### config.mk
export PLATFORM = sky130hd
export DESIGN_NAME = axi_stream_ddr_writer_flat
export DESIGN_NICKNAME = d
export VERILOG_FILES = /design/src/rtl/axi_stream_ddr_writer_pkg.sv /design/src/rtl/axi_stream_ddr_writer_if.sv /design/src/rtl/axi_stream_ddr_writer_sync_fifo_fwft.sv /design/src/rtl/axi_stream_ddr_writer.sv /design/src/flat_wrapper.sv
export SDC_FILE = /design/constraint.sdc
export NUM_CORES = 2
export LEC_CHECK = 0
export CAP_MARGIN = 20
export CORE_ASPECT_RATIO = 2
export CORE_UTILIZATION = 45
export DETAILED_ROUTE_END_ITERATION = 8
export HOLD_SLACK_MARGIN = 0.06
export PLACE_DENSITY = 0.63
export SYNTH_ARGS = -nofsm -noshare
export SYNTH_HDL_FRONTEND = slang
export SYNTH_SLANG_ARGS = --single-unit
### constraint.sdc
create_clock -name i_clk -period 7.2 [get_ports i_clk]
set_input_delay 1.08 -clock i_clk [delete_from_list [all_inputs] [get_ports i_clk]]
set_output_delay 1.08 -clock i_clk [all_outputs]
set_load 0.005 [all_outputs]
### src/rtl/axi_stream_ddr_writer_pkg.sv
// Shared types and AXI constants for the stream-to-DDR burst writer.
package axi_stream_ddr_writer_pkg;

    // Burst sequencing states; the writer holds at most one burst in flight.
    typedef enum logic [1:0] {
        ST_IDLE = 2'd0,
        ST_AW   = 2'd1,
        ST_W    = 2'd2,
        ST_B    = 2'd3
    } state_t;

    typedef logic [31:0] word_t;

    localparam logic [2:0] C_AXI_SIZE_4B    = 3'b010;   // 4 bytes per beat
    localparam logic [1:0] C_AXI_BURST_INCR = 2'b01;
    localparam logic [3:0] C_AXI_CACHE      = 4'b0011;  // bufferable, modifiable
    localparam logic [1:0] C_AXI_RESP_OKAY  = 2'b00;

endpackage

### src/rtl/axi_stream_ddr_writer_if.sv
// AXI4 write-only channel bundle between the writer (master) and MIG port (slave).
interface axi_stream_ddr_writer_if;
    import axi_stream_ddr_writer_pkg::*;

    word_t       m_axi_awaddr;
    logic [7:0]  m_axi_awlen;
    logic [2:0]  m_axi_awsize;
    logic [1:0]  m_axi_awburst;
    logic        m_axi_awlock;
    logic [3:0]  m_axi_awcache;
    logic [2:0]  m_axi_awprot;
    logic [3:0]  m_axi_awqos;
    logic        m_axi_awvalid;
    logic        m_axi_awready;
    word_t       m_axi_wdata;
    logic [3:0]  m_axi_wstrb;
    logic        m_axi_wlast;
    logic        m_axi_wvalid;
    logic        m_axi_wready;
    logic [1:0]  m_axi_bresp;
    logic        m_axi_bvalid;
    logic        m_axi_bready;

    modport master (
        output m_axi_awaddr, m_axi_awlen, m_axi_awsize, m_axi_awburst,
               m_axi_awlock, m_axi_awcache, m_axi_awprot, m_axi_awqos,
               m_axi_awvalid, m_axi_wdata, m_axi_wstrb, m_axi_wlast,
               m_axi_wvalid, m_axi_bready,
        input  m_axi_awready, m_axi_wready, m_axi_bresp, m_axi_bvalid
    );

    modport slave (
        input  m_axi_awaddr, m_axi_awlen, m_axi_awsize, m_axi_awburst,
               m_axi_awlock, m_axi_awcache, m_axi_awprot, m_axi_awqos,
               m_axi_awvalid, m_axi_wdata, m_axi_wstrb, m_axi_wlast,
               m_axi_wvalid, m_axi_bready,
        output m_axi_awready, m_axi_wready, m_axi_bresp, m_axi_bvalid
    );

endinterface

### src/rtl/axi_stream_ddr_writer_sync_fifo_fwft.sv
// First-word-fall-through synchronous FIFO with exact full/empty and occupancy count.
module sync_fifo_fwft
    import axi_stream_ddr_writer_pkg::*;
#(
    parameter int P_WIDTH = 32,
    parameter int P_DEPTH = 64
) (
    input  logic                       i_clk,
    input  logic                       i_rst_n,
    input  logic                       i_push,
    input  logic [P_WIDTH-1:0]         i_data,
    input  logic                       i_pop,
    output logic [P_WIDTH-1:0]         o_data,
    output logic                       o_full,
    output logic                       o_empty,
    output logic [$clog2(P_DEPTH):0]   o_count
);

    localparam int C_AW = $clog2(P_DEPTH);

    logic [P_WIDTH-1:0] mem_q [P_DEPTH];
    // One extra pointer bit distinguishes full from empty when the indices match.
    logic [C_AW:0]      wr_ptr_q;
    logic [C_AW:0]      rd_ptr_q;
    logic               do_push;
    logic               do_pop;

    assign o_count = wr_ptr_q - rd_ptr_q;
    assign o_full  = (o_count == (C_AW+1)'(P_DEPTH));
    assign o_empty = (o_count == '0);
    assign do_push = i_push & ~o_full;
    assign do_pop  = i_pop & ~o_empty;

    // Head word is read asynchronously so it is visible without a prefetch cycle.
    assign o_data = mem_q[rd_ptr_q[C_AW-1:0]];

    // Pointer update; reset drops all stored words.
    always_ff @(posedge i_clk) begin
        if (!i_rst_n) begin
            wr_ptr_q <= '0;
            rd_ptr_q <= '0;
        end else begin
            if (do_push) wr_ptr_q <= wr_ptr_q + 1'b1;
            if (do_pop)  rd_ptr_q <= rd_ptr_q + 1'b1;
        end
    end

    // Storage write at the tail.
    always_ff @(posedge i_clk) begin
        if (do_push) mem_q[wr_ptr_q[C_AW-1:0]] <= i_data;
    end

endmodule

### src/rtl/axi_stream_ddr_writer.sv
// Buffers a 32-bit sample stream and writes it as AXI4 INCR bursts into a circular DDR region.
module axi_stream_ddr_writer
    import axi_stream_ddr_writer_pkg::*;
#(
    parameter int          P_BURST_LEN    = 16,
    parameter int          P_FIFO_DEPTH   = 64,
    parameter logic [31:0] P_BASE_ADDR    = 32'h0000_0000,
    parameter logic [31:0] P_REGION_BYTES = 32'h0010_0000
) (
    input  logic                            i_clk,
    input  logic                            i_rst_n,
    input  logic                            i_init_calib_complete,
    input  logic [31:0]                     i_data,
    input  logic                            i_valid,
    output logic                            o_ready,
    axi_stream_ddr_writer_if.master         m_axi,
    output logic [31:0]                     o_burst_cnt,
    output logic                            o_err
);

    localparam int          C_CNT_W       = $clog2(P_FIFO_DEPTH) + 1;
    localparam logic [31:0] C_BURST_BYTES = 32'(P_BURST_LEN * 4);
    localparam logic [31:0] C_REGION_END  = P_BASE_ADDR + P_REGION_BYTES;
    localparam logic [7:0]  C_LAST_BEAT   = 8'(P_BURST_LEN - 1);

    state_t               state_q;
    logic                 awvalid_q;
    logic                 wvalid_q;
    logic                 wlast_q;
    logic                 bready_q;
    word_t                awaddr_q;
    logic [31:0]          burst_cnt_q;
    logic                 err_q;
    logic [7:0]           beat_q;

    logic                 fifo_full;
    logic                 fifo_empty;
    logic [C_CNT_W-1:0]   fifo_count;
    word_t                fifo_head;
    logic                 push;
    logic                 pop;
    logic [C_CNT_W:0]     level_d;
    logic                 burst_avail_d;
    word_t                awaddr_step_d;
    word_t                awaddr_next_d;

    // Reset also gates ready so the stream sees no acceptance while the block is held.
    assign o_ready = i_rst_n & i_init_calib_complete & ~fifo_full;
    assign push    = i_valid & o_ready;
    assign pop     = wvalid_q & m_axi.m_axi_wready & ~fifo_empty;

    // Counting this cycle's push lets a just-completed burst raise awvalid one cycle later.
    assign level_d       = {1'b0, fifo_count} + (C_CNT_W+1)'(push);
    assign burst_avail_d = i_init_calib_complete & (level_d >= (C_CNT_W+1)'(P_BURST_LEN));

    assign awaddr_step_d = awaddr_q + C_BURST_BYTES;
    assign awaddr_next_d = (awaddr_step_d == C_REGION_END) ? P_BASE_ADDR : awaddr_step_d;

    sync_fifo_fwft #(
        .P_WIDTH (32),
        .P_DEPTH (P_FIFO_DEPTH)
    ) u_fifo (
        .i_clk   (i_clk),
        .i_rst_n (i_rst_n),
        .i_push  (push),
        .i_data  (i_data),
        .i_pop   (pop),
        .o_data  (fifo_head),
        .o_full  (fifo_full),
        .o_empty (fifo_empty),
        .o_count (fifo_count)
    );

    // Burst sequencer: address, data beats and response strictly one after another.
    always_ff @(posedge i_clk) begin
        if (!i_rst_n) begin
            state_q     <= ST_IDLE;
            awvalid_q   <= 1'b0;
            wvalid_q    <= 1'b0;
            wlast_q     <= 1'b0;
            bready_q    <= 1'b0;
            awaddr_q    <= P_BASE_ADDR;
            burst_cnt_q <= '0;
            err_q       <= 1'b0;
            beat_q      <= '0;
        end else begin
            case (state_q)
                ST_IDLE: begin
                    if (burst_avail_d) begin
                        awvalid_q <= 1'b1;
                        state_q   <= ST_AW;
                    end
                end
                ST_AW: begin
                    if (m_axi.m_axi_awready) begin
                        awvalid_q <= 1'b0;
                        wvalid_q  <= 1'b1;
                        wlast_q   <= (C_LAST_BEAT == 8'd0);
                        beat_q    <= '0;
                        state_q   <= ST_W;
                    end
                end
                ST_W: begin
                    if (m_axi.m_axi_wready) begin
                        if (wlast_q) begin
                            wvalid_q <= 1'b0;
                            wlast_q  <= 1'b0;
                            bready_q <= 1'b1;
                            state_q  <= ST_B;
                        end else begin
                            beat_q  <= beat_q + 8'd1;
                            wlast_q <= ((beat_q + 8'd1) == C_LAST_BEAT);
                        end
                    end
                end
                ST_B: begin
                    if (m_axi.m_axi_bvalid) begin
                        bready_q    <= 1'b0;
                        burst_cnt_q <= burst_cnt_q + 32'd1;
                        err_q       <= err_q | (m_axi.m_axi_bresp != C_AXI_RESP_OKAY);
                        awaddr_q    <= awaddr_next_d;
                        state_q     <= ST_IDLE;
                    end
                end
                default: state_q <= ST_IDLE;
            endcase
        end
    end

    assign m_axi.m_axi_awaddr  = awaddr_q;
    assign m_axi.m_axi_awlen   = C_LAST_BEAT;
    assign m_axi.m_axi_awsize  = C_AXI_SIZE_4B;
    assign m_axi.m_axi_awburst = C_AXI_BURST_INCR;
    assign m_axi.m_axi_awlock  = 1'b0;
    assign m_axi.m_axi_awcache = C_AXI_CACHE;
    assign m_axi.m_axi_awprot  = 3'b000;
    assign m_axi.m_axi_awqos   = 4'b0000;
    assign m_axi.m_axi_awvalid = awvalid_q;
    assign m_axi.m_axi_wdata   = fifo_head;
    assign m_axi.m_axi_wstrb   = 4'hF;
    assign m_axi.m_axi_wlast   = wlast_q;
    assign m_axi.m_axi_wvalid  = wvalid_q;
    assign m_axi.m_axi_bready  = bready_q;

    assign o_burst_cnt = burst_cnt_q;
    assign o_err       = err_q;

endmodule

### src/flat_wrapper.sv
// flat-port wrapper written by rule: the top's interface ports become plain ports
module axi_stream_ddr_writer_flat import axi_stream_ddr_writer_pkg::*;
#(
    parameter int          P_BURST_LEN    = 16,
    parameter int          P_FIFO_DEPTH   = 64,
    parameter logic [31:0] P_BASE_ADDR    = 32'h0000_0000,
    parameter logic [31:0] P_REGION_BYTES = 32'h0010_0000
)
  (i_clk, i_rst_n, i_init_calib_complete, i_data, i_valid, o_ready, o_burst_cnt, o_err, m_axi_m_axi_awaddr, m_axi_m_axi_awlen, m_axi_m_axi_awsize, m_axi_m_axi_awburst, m_axi_m_axi_awlock, m_axi_m_axi_awcache, m_axi_m_axi_awprot, m_axi_m_axi_awqos, m_axi_m_axi_awvalid, m_axi_m_axi_wdata, m_axi_m_axi_wstrb, m_axi_m_axi_wlast, m_axi_m_axi_wvalid, m_axi_m_axi_bready, m_axi_m_axi_awready, m_axi_m_axi_wready, m_axi_m_axi_bresp, m_axi_m_axi_bvalid);
  axi_stream_ddr_writer_if m_axi_i ();
  input  logic i_clk;
  input  logic i_rst_n;
  input  logic i_init_calib_complete;
  input  logic [31:0] i_data;
  input  logic i_valid;
  output logic o_ready;
  output logic [31:0] o_burst_cnt;
  output logic o_err;
  output wire logic [$bits(m_axi_i.m_axi_awaddr)-1:0] m_axi_m_axi_awaddr;
  output wire logic [$bits(m_axi_i.m_axi_awlen)-1:0] m_axi_m_axi_awlen;
  output wire logic [$bits(m_axi_i.m_axi_awsize)-1:0] m_axi_m_axi_awsize;
  output wire logic [$bits(m_axi_i.m_axi_awburst)-1:0] m_axi_m_axi_awburst;
  output wire logic [$bits(m_axi_i.m_axi_awlock)-1:0] m_axi_m_axi_awlock;
  output wire logic [$bits(m_axi_i.m_axi_awcache)-1:0] m_axi_m_axi_awcache;
  output wire logic [$bits(m_axi_i.m_axi_awprot)-1:0] m_axi_m_axi_awprot;
  output wire logic [$bits(m_axi_i.m_axi_awqos)-1:0] m_axi_m_axi_awqos;
  output wire logic [$bits(m_axi_i.m_axi_awvalid)-1:0] m_axi_m_axi_awvalid;
  output wire logic [$bits(m_axi_i.m_axi_wdata)-1:0] m_axi_m_axi_wdata;
  output wire logic [$bits(m_axi_i.m_axi_wstrb)-1:0] m_axi_m_axi_wstrb;
  output wire logic [$bits(m_axi_i.m_axi_wlast)-1:0] m_axi_m_axi_wlast;
  output wire logic [$bits(m_axi_i.m_axi_wvalid)-1:0] m_axi_m_axi_wvalid;
  output wire logic [$bits(m_axi_i.m_axi_bready)-1:0] m_axi_m_axi_bready;
  input wire logic [$bits(m_axi_i.m_axi_awready)-1:0] m_axi_m_axi_awready;
  input wire logic [$bits(m_axi_i.m_axi_wready)-1:0] m_axi_m_axi_wready;
  input wire logic [$bits(m_axi_i.m_axi_bresp)-1:0] m_axi_m_axi_bresp;
  input wire logic [$bits(m_axi_i.m_axi_bvalid)-1:0] m_axi_m_axi_bvalid;
  assign m_axi_m_axi_awaddr = m_axi_i.m_axi_awaddr;
  assign m_axi_m_axi_awlen = m_axi_i.m_axi_awlen;
  assign m_axi_m_axi_awsize = m_axi_i.m_axi_awsize;
  assign m_axi_m_axi_awburst = m_axi_i.m_axi_awburst;
  assign m_axi_m_axi_awlock = m_axi_i.m_axi_awlock;
  assign m_axi_m_axi_awcache = m_axi_i.m_axi_awcache;
  assign m_axi_m_axi_awprot = m_axi_i.m_axi_awprot;
  assign m_axi_m_axi_awqos = m_axi_i.m_axi_awqos;
  assign m_axi_m_axi_awvalid = m_axi_i.m_axi_awvalid;
  assign m_axi_m_axi_wdata = m_axi_i.m_axi_wdata;
  assign m_axi_m_axi_wstrb = m_axi_i.m_axi_wstrb;
  assign m_axi_m_axi_wlast = m_axi_i.m_axi_wlast;
  assign m_axi_m_axi_wvalid = m_axi_i.m_axi_wvalid;
  assign m_axi_m_axi_bready = m_axi_i.m_axi_bready;
  assign m_axi_i.m_axi_awready = m_axi_m_axi_awready;
  assign m_axi_i.m_axi_wready = m_axi_m_axi_wready;
  assign m_axi_i.m_axi_bresp = m_axi_m_axi_bresp;
  assign m_axi_i.m_axi_bvalid = m_axi_m_axi_bvalid;
  axi_stream_ddr_writer #(.P_BURST_LEN(P_BURST_LEN), .P_FIFO_DEPTH(P_FIFO_DEPTH), .P_BASE_ADDR(P_BASE_ADDR), .P_REGION_BYTES(P_REGION_BYTES)) u_core (.i_clk(i_clk), .i_rst_n(i_rst_n), .i_init_calib_complete(i_init_calib_complete), .i_data(i_data), .i_valid(i_valid), .o_ready(o_ready), .m_axi(m_axi_i), .o_burst_cnt(o_burst_cnt), .o_err(o_err));
endmodule
==> impl_results.md <==
* Post-synth EDFFs at 2048
* Post-route ant nets at 0
* Slowest CP cell: dfxtp_4
* Post-cts sizing count at 0
* First DRT Iteration DRCs at 3883
* Max H-tree Level at 4
* Final Setup Violations at 0
* PwrDens at 260.6 nW/um^2
* Synth area leaders: edfxtp_1 74%, mux4_2 18%, dfxtp_1 2.2%, nor2_1 0.67%, clkbuf_1 0.45%
* Crit path cell chain: buf_12 > buf_4 > mux4_2 > mux4_2 > mux4_2 > clkdlybuf4s50_1
* GRT Resource Usage Total at approximately 23%
* HPWL Detailed at 128000 um
* First-pass GRT wire length at 303000 um
* Slew HR at 22.64%
* Vias in the first global route at approximately 41k
* Die outline height at a little over 600 um
* Skew-Pair Late Insertion Delay at approximately 830 ps
* Worst slew pin tran at 1158 ps
* P&R area growth vs syn at 13.41%
* Layout Cell Area excl Fill at 94060 sq um
* Max VDD drop at 170.7 uV
* Worst EP required at 6120 ps
* FMAX at 176.8 MHz
* Layout cell share with drive strength beyond 1 at 29.48%
* Avg Inst Size Synth at 22.96 sq um
* Number of vias per cell at 6.080
* Critical Path Source Type: flip-flop
* Cts hold-fix bufs at 0
* Top cell type's share of synthesized area at 74.15%
* Placer Congestion at 0.7966
* Die Footprint at roughly 190000 sq um
* Worst path arrival time at between 4000 and 5000 ps
* Core area at between 150000 and 200000 sq um
* Total negative slack at 0 ps
* DRT Wirelength at 215200 um
* Clock Path Buffers at 4
* TritonCTS Buffers at 185
* WL/cell at between 30 and 40 um
* Commonest register cell after synthesis: edfxtp_1
* Die width at 305.6 um
* Tmin final at 5657 ps
* Clock Root Buffer: clkbuf_16
* Cell taking the most area after synthesis: edfxtp_1
* Internal power at 19.51 mW
* #FFs+latches synth at 2141
* Worst setup path class: reg2out
* Layout Nets at slightly below 4k
* Gate power share at approximately 4%
* Warnings, synthesis at 0
* Num ports at between 150 and 200
* Final period util at 78.57%
* Initial core utilization at between 40 and 50%
* # DRC at 0
* Max Cap Violations at 0
* Placed cells at approximately 6.1k
* Asr flop ratio synth at 0%
* CTS tree: built
* Number of core rows at roughly 220
* P_sw at 5.007 mW
* Dpl cell area at 88020 sq um
* Sw Ratio at 20.42%
* Clock-pin transition on the worst setup and hold timing paths at 60 ps
* Worst setup EP type: output pin
* Status: finished, final reports clean
* WHS at 458.6 ps
* Leak pwr at about 28 nW
* Hold Crit Class: reg2reg
* Crit-path max FO at 31
* Count of different cell masters after synthesis at 65
* Cells after synthesis at approximately 3.6k
* Crit-path most repeated cell: mux4_2
* Final Hold Fails at 0
* I/O Buffers at 136
* GRT overflow at 0
* # clock sinks at between 2k and 2.5k
* Post-CTS Setup Bufs at 0
* Initial antenna violation count at 14
* Drt pass-1 iters at 5
* Largest net degree at the start of global routing at 84
* Finished Layout Cells at 6400
* Filler cells at approximately 14k
* Final Max Slew Viols at 0
* Clk_skew at 58.45 ps
* Power share of the clock group at 40.3%
* Routed vias at 38.91k
* Seq pwr share at 55.7%
* Synthesized area at around 83000 sq um
* CP max stage delay at 860 ps
* RSZ-0062 raised after global routing: false
* Sequential fraction of the synthesis area at 76.39%
## layout by cell type, fill, tap and decap left out, types with 7 or more instances in the layout
master | netlist | routed
or3_1 | 12 | 12
mux4_2 | 666 | 666
mux2i_1 | 16 | 16
and2_1 | 11 | 11
nand2_1 | 69 | 69
clkbuf_16 | 0 | 188
xor2_1 | 37 | 37
buf_12 | 0 | 37
nand2b_1 | 9 | 9
mux2_2 | 7 | 7
bufinv_16 | 0 | 18
clkinvlp_4 | 0 | 7
nor3_1 | 9 | 9
and3_1 | 15 | 15
dfxtp_1 | 93 | 87
clkbuf_1 | 99 | 30
edfxtp_1 | 2048 | 2048
clkinv_2 | 0 | 30
buf_2 | 52 | 32
nor2_1 | 148 | 84
buf_4 | 41 | 116
nand4_1 | 23 | 23
ha_1 | 19 | 19
o21ai_0 | 24 | 24
a21oi_1 | 22 | 22
nand3_1 | 38 | 38
nor2_4 | 0 | 64
clkdlybuf4s50_1 | 0 | 104
conb_1 | 2 | 35
xnor2_1 | 31 | 31
clkinv_1 | 1 | 45
inv_1 | 22 | 22
## cell usage after synthesis (all sizes together) (3+ instances only)
cell	instances
mux2i	16
o2111ai	3
mux4	666
ha	19
nand2	69
and2	11
nand2b	9
o21ai	26
mux2	7
edfxtp	2048
inv	22
a31oi	6
nand3b	4
nand4b	4
dfxtp	93
xnor2	31
nand4	24
or3	12
and3	15
nor2	148
a21oi	23
clkbuf	99
and4	6
a211oi	6
nor3	9
nor4	6
buf	120
xor2	37
nand3	38
## area by class of cell
| cell class | count | area (sq um) | share of cell area [%] |
|---|---|---|---|
| Tap cell | 2352 | 2943 | 3.129 |
| Multi-Input combinational cell | 1263 | 19020 | 20.22 |
| Inverter | 23 | 86.33 | 0.09178 |
| Sequential cell | 2141 | 63380 | 67.38 |
| Antenna cell | 5 | 12.51 | 0.01330 |
| Clock buffer | 219 | 4831 | 5.136 |
| Timing Repair Buffer | 289 | 2813 | 2.990 |
| Clock inverter | 108 | 978.4 | 1.040 |
## stage by stage
step	setup slack (ps)	total power, mW	utilization, %
floorplan	2737	14.51	-
global placement	2188	14.90	48.04
detailed placement	2197	14.92	48.09
CTS	1408	24.67	51.26
global route	1364	25.11	51.38
finish	1543	24.52	51.39
## cells by family (layout without fill, tap and decap cells)
logic type,count (synthesis),in the layout,synth area share [%]
XOR/XNOR,68,68,0.7181
AO/OA/AOI/OAI,87,87,0.6608
buffers and inverters,242,639,1.404
adder cells (fa/ha/maj),20,20,0.3108
flip-flops,2141,2141,76.39
other,2,40,0.009055
multiplexers,689,689,18.37
AND/OR/NAND/NOR,364,364,2.130
## sequential cells by signal (all words and copies together), names as in the netlist, named ones only
register and flops:
u_core.u_fifo.wr_ptr_q 7, u_core.beat_q 8, u_core.u_fifo.mem_q 2048, u_core.m_axi.m_axi_bready 1
u_core.o_err 1, u_core.m_axi.m_axi_wvalid 1, u_core.u_fifo.rd_ptr_q 7, u_core.o_burst_cnt 32
u_core.m_axi.m_axi_awaddr 26, u_core.state_q 2, u_core.m_axi.m_axi_wlast 1, u_core.m_axi.m_axi_awvalid 1
## power groups by stage
stage / Combinational (mW) / Sequential (mW) / Clock, mW
after detailed placement: 0.985 / 13.9 / 0
final: 0.978 / 13.7 / 9.88
after floorplan: 0.584 / 13.9 / 0
after CTS: 0.986 / 13.7 / 10.0
after global routing: 1.05 / 13.7 / 10.4
after global placement: 0.966 / 13.9 / 0
## worst max-delay path, delay by kind of cell, from the launching register on
kind	cells	cell delay (ps)
buffers and inverters	3	1140
flip-flops	1	860
multiplexers	3	1720
## metal layers
metal / track usage (%) / part of all wire, % / vias to the layer above
li1: - / - / 15770
met1: 27.19 / 35 / 21260
met2: 43.33 / 55 / 1490
met3: 2.783 / 5.3 / 380
met4: 8.543 / 3.9 / 6
met5: 0 / 0.020 / -
## path summary, 6_finish.rpt
path | startpoint | to | slack, ps | cells past startpoint
min | u_core.o_err | u_core.o_err | 460 | 2
max | flip-flop | m_axi_m_axi_wdata[15] | 1540 | 6
min reg2reg | u_core.o_err | u_core.o_err | 460 | 2
max reg2reg | u_core.u_fifo.wr_ptr_q[0] | u_core.u_fifo.mem_q[45][11] | 2190 | 13
Power figures use the tool's default switching activity.
